## src/rtl/rx_frame_stats.sv

```systemverilog
// rx_frame_stats: receive-side frame statistics collector.
// Sinks an AXI-Stream frame feed, accumulates per-frame byte length and
// updates saturating good/bad/runt/oversize counters plus a 64-bit good byte
// total. All statistics are exposed through a small AXI-lite register bank.
module rx_frame_stats #(
  parameter int DATA_WIDTH      = 64,
  parameter int AXIL_ADDR_WIDTH = 32,
  parameter int MIN_FRAME_LEN   = 60,
  parameter int MAX_FRAME_LEN   = 1514
) (
  input  logic                       clk,
  input  logic                       rst_n,
  input  logic [DATA_WIDTH-1:0]      s_axis_tdata,
  input  logic [DATA_WIDTH/8-1:0]    s_axis_tkeep,
  input  logic                       s_axis_tvalid,
  output logic                       s_axis_tready,
  input  logic                       s_axis_tlast,
  input  logic                       s_axis_tuser,
  input  logic [AXIL_ADDR_WIDTH-1:0] s_axil_awaddr,
  input  logic [2:0]                 s_axil_awprot,
  input  logic                       s_axil_awvalid,
  output logic                       s_axil_awready,
  input  logic [31:0]                s_axil_wdata,
  input  logic [3:0]                 s_axil_wstrb,
  input  logic                       s_axil_wvalid,
  output logic                       s_axil_wready,
  output logic [1:0]                 s_axil_bresp,
  output logic                       s_axil_bvalid,
  input  logic                       s_axil_bready,
  input  logic [AXIL_ADDR_WIDTH-1:0] s_axil_araddr,
  input  logic [2:0]                 s_axil_arprot,
  input  logic                       s_axil_arvalid,
  output logic                       s_axil_arready,
  output logic [31:0]                s_axil_rdata,
  output logic [1:0]                 s_axil_rresp,
  output logic                       s_axil_rvalid,
  input  logic                       s_axil_rready
);

  localparam int KEEP_W = DATA_WIDTH / 8;

  function automatic logic [15:0] popcount(input logic [KEEP_W-1:0] k);
    logic [15:0] c;
    c = '0;
    for (int i = 0; i < KEEP_W; i++) c = c + 16'(k[i]);
    return c;
  endfunction

  function automatic logic [15:0] sat_add16(input logic [15:0] a, input logic [15:0] b);
    logic [16:0] s;
    s = {1'b0, a} + {1'b0, b};
    return s[16] ? 16'hFFFF : s[15:0];
  endfunction

  function automatic logic [31:0] sat_inc32(input logic [31:0] a);
    return (a == 32'hFFFF_FFFF) ? a : a + 32'd1;
  endfunction

  function automatic logic [63:0] sat_add64(input logic [63:0] a, input logic [15:0] b);
    logic [64:0] s;
    s = {1'b0, a} + 65'(b);
    return s[64] ? {64{1'b1}} : s[63:0];
  endfunction

  logic [15:0] run_len;
  logic        vld_p1;
  logic [15:0] len_p1;
  logic        bad_p1;
  logic [31:0] good_cnt, bad_cnt, runt_cnt, over_cnt;
  logic [63:0] byte_cnt;
  logic [31:0] shadow_hi;
  logic [15:0] last_len;
  logic [31:0] rd_mux;

  // Stage p0: beat acceptance and running length
  logic        beat_p0, done_p0;
  logic [15:0] len_next_p0;
  assign s_axis_tready = rst_n;
  assign beat_p0       = s_axis_tvalid & s_axis_tready;
  assign done_p0       = beat_p0 & s_axis_tlast;
  assign len_next_p0   = sat_add16(run_len, popcount(s_axis_tkeep));

  logic wr_hs, rd_hs, clr;
  assign s_axil_awready = rst_n & s_axil_awvalid & s_axil_wvalid & ~s_axil_bvalid;
  assign s_axil_wready  = s_axil_awready;
  assign s_axil_arready = rst_n & ~s_axil_rvalid;
  assign wr_hs  = s_axil_awready;
  assign rd_hs  = s_axil_arvalid & s_axil_arready;
  assign clr    = wr_hs & (s_axil_awaddr[4:2] == 3'd7) & s_axil_wdata[0] & s_axil_wstrb[0];
  assign s_axil_bresp = 2'b00;
  assign s_axil_rresp = 2'b00;

  logic unused_ok;
  assign unused_ok = ^{s_axis_tdata, s_axil_awaddr, s_axil_awprot, s_axil_wdata,
                       s_axil_wstrb, s_axil_araddr, s_axil_arprot};

  // Running frame length, restarted after each tlast beat
  always_ff @(posedge clk or negedge rst_n) begin
    if (!rst_n)       run_len <= '0;
    else if (clr)     run_len <= '0;
    else if (beat_p0) run_len <= s_axis_tlast ? 16'd0 : len_next_p0;
  end

  // Stage p1: completed-frame pipeline register; a clear kills the frame
  always_ff @(posedge clk or negedge rst_n) begin
    if (!rst_n) begin
      vld_p1 <= 1'b0;
      len_p1 <= '0;
      bad_p1 <= 1'b0;
    end else begin
      vld_p1 <= done_p0 & ~clr;
      len_p1 <= len_next_p0;
      bad_p1 <= s_axis_tuser;
    end
  end

  // Statistics update from the p1 stage; clear overrides a pending update
  always_ff @(posedge clk or negedge rst_n) begin
    if (!rst_n) begin
      good_cnt <= '0; bad_cnt <= '0; runt_cnt <= '0; over_cnt <= '0;
      byte_cnt <= '0; last_len <= '0;
    end else if (clr) begin
      good_cnt <= '0; bad_cnt <= '0; runt_cnt <= '0; over_cnt <= '0;
      byte_cnt <= '0; last_len <= '0;
    end else if (vld_p1) begin
      if (bad_p1) begin
        bad_cnt <= sat_inc32(bad_cnt);
      end else begin
        good_cnt <= sat_inc32(good_cnt);
        byte_cnt <= sat_add64(byte_cnt, len_p1);
      end
      if (len_p1 < 16'(MIN_FRAME_LEN)) runt_cnt <= sat_inc32(runt_cnt);
      if (len_p1 > 16'(MAX_FRAME_LEN)) over_cnt <= sat_inc32(over_cnt);
      last_len <= len_p1;
    end
  end

  // Upper byte-total word captured when the low word is read
  always_ff @(posedge clk or negedge rst_n) begin
    if (!rst_n)   shadow_hi <= '0;
    else if (clr) shadow_hi <= '0;
    else if (rd_hs && s_axil_araddr[4:2] == 3'd2) shadow_hi <= byte_cnt[63:32];
  end

  // Read data selection from current (pre-update) register values
  always_comb begin
    rd_mux = '0;
    case (s_axil_araddr[4:2])
      3'd0: rd_mux = good_cnt;
      3'd1: rd_mux = bad_cnt;
      3'd2: rd_mux = byte_cnt[31:0];
      3'd3: rd_mux = shadow_hi;
      3'd4: rd_mux = runt_cnt;
      3'd5: rd_mux = over_cnt;
      3'd6: rd_mux = {16'h0000, last_len};
      default: rd_mux = '0;
    endcase
  end

  // Read response channel
  always_ff @(posedge clk or negedge rst_n) begin
    if (!rst_n) begin
      s_axil_rvalid <= 1'b0;
      s_axil_rdata  <= '0;
    end else if (rd_hs) begin
      s_axil_rvalid <= 1'b1;
      s_axil_rdata  <= rd_mux;
    end else if (s_axil_rready) begin
      s_axil_rvalid <= 1'b0;
    end
  end

  // Write response channel
  always_ff @(posedge clk or negedge rst_n) begin
    if (!rst_n)              s_axil_bvalid <= 1'b0;
    else if (wr_hs)          s_axil_bvalid <= 1'b1;
    else if (s_axil_bready)  s_axil_bvalid <= 1'b0;
  end

endmodule

```

## config.mk

```make
export PLATFORM = sky130hd
export DESIGN_NAME = rx_frame_stats
export DESIGN_NICKNAME = d
export VERILOG_FILES = /design/src/rtl/rx_frame_stats.sv
export SDC_FILE = /design/constraint.sdc
export NUM_CORES = 1
export LEC_CHECK = 0
export ABC_AREA = 1
export BUFFER_PORTS_ARGS = -buffer_cell sky130_fd_sc_hd__buf_4
export CORE_ASPECT_RATIO = 1.75
export CORE_MARGIN = 2
export CORE_UTILIZATION = 45
export CTS_BUF_LIST = sky130_fd_sc_hd__clkbuf_4 sky130_fd_sc_hd__clkbuf_8
export DETAILED_ROUTE_END_ITERATION = 8
export GPL_ROUTABILITY_DRIVEN = 0
export HOLD_SLACK_MARGIN = 0.08
export PLACE_DENSITY_LB_ADDON = 0.2
export SLEW_MARGIN = 0
export SYNTH_ARGS = -nofsm -noshare
export SYNTH_HDL_FRONTEND = slang
export SYNTH_SLANG_ARGS = --single-unit
```

## constraint.sdc

```tcl
create_clock -name clk -period 5.3 [get_ports clk]
set_input_delay 0.265 -clock clk [delete_from_list [all_inputs] [get_ports clk]]
set_output_delay 0.265 -clock clk [all_outputs]
set_load 0.005 [all_outputs]
```

==> impl_metrics.yaml <==
place:
  dp.cells: 3490
  io_buffers: 63
  place.detailed.hpwl_um: 57000
  place_ws_ns: 1.45
sta:
  rsz0062_at_grt: "no"
  fmax_ghz: 0.273
  tns_ns: 0
  setup_viol: 0
  max_slew_margin_pct: 21.1
  finalCritPeriodShare_pct: 69.2
  final_hold_viol_count: 0
  fin_ws_ns: 1.63
  fin_skew_ns: 0.0311
  maxSlewViolCount: 0
  period_needed_ns: 3.67
  tightest_slew_ns: 1.17
  holdWs_ns: 0.134
synthesis:
  ys_types: 49
  synth.most_common_cell: "nand2_1"
  async_reset_ff_share_pct: 100
  yosys.area_share.simple_pct: 34.2
  yosysTopAreaCellShare_pct: 37.9
  synth_top_area_cell: "dfrtp_1"
  synth_area_leaders: "dfrtp_1, nand2_1, inv_1, nand3_1, o21ai_0"
  synthMuxAreaShare_pct: 0
  ys_seq_area_share_pct: 37.9
  avgSynthCellArea_um2: 6.95
  ys_ff_latch: 308
  syn_area_um2: 20400
  synth_edf_count: 0
  synth_top_family_by_area: "simple AND/OR/NAND/NOR gates"
  synth_fa_ha_area_share_pct: 2.19
  yosysWarningCount: 0
  synthXorXnorAreaFrac_pct: 5.03
  postSynthCellCount: 2930
  synth_compound_area_share_pct: 11.3
  synth_top_flop_cell: "dfrtp_1"
  synth_common_cells: "nand2_1, inv_1, dfrtp_1, nand3_1, nor2_1"
layout:
  nNetsFinal: 3190
  fin_cells: 3579
  syn2layout_area_growth_pct: 9.29
  drive_gt1_share_pct: 8.14
  postLayoutCoreUtil_pct: 49.6
floorplanning:
  num_rows: 103
  dieArea_um2: 47000
  core_um2: 44800
  die_h_um: 285
  start_util_pct: 45.4
  num_io_pins: 230
  fp.dieW_um: 165
clock_tree:
  clock-sinks: 308
  cts_made_buffers: 48
  clk_path_buf_depth: 3
  htree_levels: 2
  clkLatencyLatePin_ns: 0.63
  cts_tree: "done"
  clk_root_buffer_cell: "clkbuf_8"
  path_clk_slew_ns: 0.06
worst_setup_path:
  cp.required_ns: 5.86
  end_kind: "register"
  crit_type: "reg -> reg"
  worstPathMaxFanout: 64
  worstSetupStartpointType: "register"
  cp.arrival_ns: 4.23
  reg2reg_setup_slack_ns: 1.63
global_routing:
  grt-ovfl-total: 0
  track_usage_pct: 33.0
  grt_pass1_vias: 20000
  antenna_found_initial: 4
  grt_max_degree: 135
  grt_pass1_wl_um: 116000
power:
  power_density_nw_per_um2: 309
  max-vdd-ir-drop_v: 0.000231
  leakage_nw: 10.3
job:
  max_cap_violations: 0
route:
  antenna_left: 0
  detail_route.vias_per_cell: 5.78
  drt_wl_total_um: 76600
  drt_first_iter_violations: 2157
  firstDrtPassIters: 9
  avgRoutedWirePerCell_um: 21.4
  vias: 20700
  drc_errors: 0
status:
  status: "completed"
hold_path:
  min_path_type: "in -> async"
## cell families after synthesis
family / count (synthesis)
buf+inv: 464
compound gates: 408
fa+ha+maj: 32
xor+xnor: 117
flops: 308
simple gates: 1600
other cells: 1
## power breakdown
| part | leakage (nW) | internal [mW] | total, mW | switching [mW] |
|---|---|---|---|---|
| registers | 4.06 | 2.70 | 3.02 | 0.327 |
| logic | 5.72 | 0.606 | 1.72 | 1.11 |
| clock network | 0.518 | 1.12 | 2.13 | 1.01 |
| total | 10.3 | 4.42 | 6.88 | 2.45 |
## worst max-delay path: stages, from the launching register on
cell and delay, ns:
dfrtp_1 0.44, ha_1 0.35, inv_1 0.09, fa_1 0.41, inv_1 0.15, nand3_1 0.09
nand3_1 0.17, nand2_1 0.09, nand3_2 0.16, nand3_1 0.11, nand2_2 0.20, nand3_4 0.69
nand3_1 0.43, nand2_1 0.08, nand2_1 0.09
## sequential cells by signal, indices dropped and copies added, names as in the netlist, 32 cells and up
register      count
byte_cnt         64
bad_cnt          32
good_cnt         32
over_cnt         32
runt_cnt         32
s_axil_rdata     32
shadow_hi        32
## routing by layer
layer	global-route usage [%]	routed length, um	part of all wire, %
met1	35.7	26800	35
met4	28.7	8050	10
met2	54.5	36400	47
met5	0	26	0.034
met3	6.24	5370	7.0
## cell type report
class                      count  area (um2)
fill                        4590       22600
multi-input combinational   2161       10800
sequential                   308        7710
inverter                     364        1370
clock buffer                  69         887
tap                          577         722
timing repair buffer          87         691
clock inverter                10        88.8
antenna                        3        7.51
## layout by cell type (no fill, tap or decap), types with 9 or more instances in the layout
cell type	synthesis	routed
a21oi_1	73	73
buf_4	10	78
clkbuf_4	0	10
clkbuf_8	0	59
dfrtp_1	308	308
ha_1	26	26
inv_1	355	355
inv_2	9	9
nand2_1	915	914
nand3_1	249	249
nand3_2	26	26
nand4_1	45	45
nor2_1	190	190
nor2_2	10	9
nor3_1	115	113
nor3_2	7	9
nor4_1	14	14
o21ai_0	187	187
o21ai_1	51	51
o21ai_2	18	18
o221ai_1	22	22
o22ai_1	34	34
xnor2_1	17	17
xor2_1	100	100
## stage by stage
| stage | power (mW) | cell area (um2) |
|---|---|---|
| global placement | 4.68 | 21200 |
| CTS | 6.88 | 22200 |
| detailed placement | 4.73 | 21200 |
| finish | 6.88 | 22300 |
| global route | 7.24 | 22200 |
| floorplan | 4.09 | 20400 |
## timing repair
| action | 4_1_cts | 5_1_grt |
|---|---|---|
| setup buffers | 0 | 0 |
| resized for setup | 0 | 0 |
| hold endpoints to repair | 43 | 0 |
| endpoints found under the setup margin | 0 | 0 |
| hold buffers | 7 | 0 |
## final timing paths
| kind | cells past startpoint | end | startpoint |
|---|---|---|---|
| min in group clk | 4 | len_p1[0]$_DFF_PN0_ | s_axis_tkeep[4] |
| max in group asynchronous | 4 | bad_cnt[25]$_DFFE_PN0P_ | rst_n |
| setup reg to reg | 14 | byte_cnt[45]$_DFFE_PN0P_ | len_p1[0]$_DFF_PN0_ |
| setup / recovery | 14 | byte_cnt[45]$_DFFE_PN0P_ | len_p1[0]$_DFF_PN0_ |
| hold / removal | 2 | over_cnt[28]$_DFFE_PN0P_ | rst_n |
| hold reg to reg | 1 | s_axil_rdata[6]$_DFFE_PN0P_ | s_axil_rdata[6]$_DFFE_PN0P_ |
(Power assumes the default switching activity.)
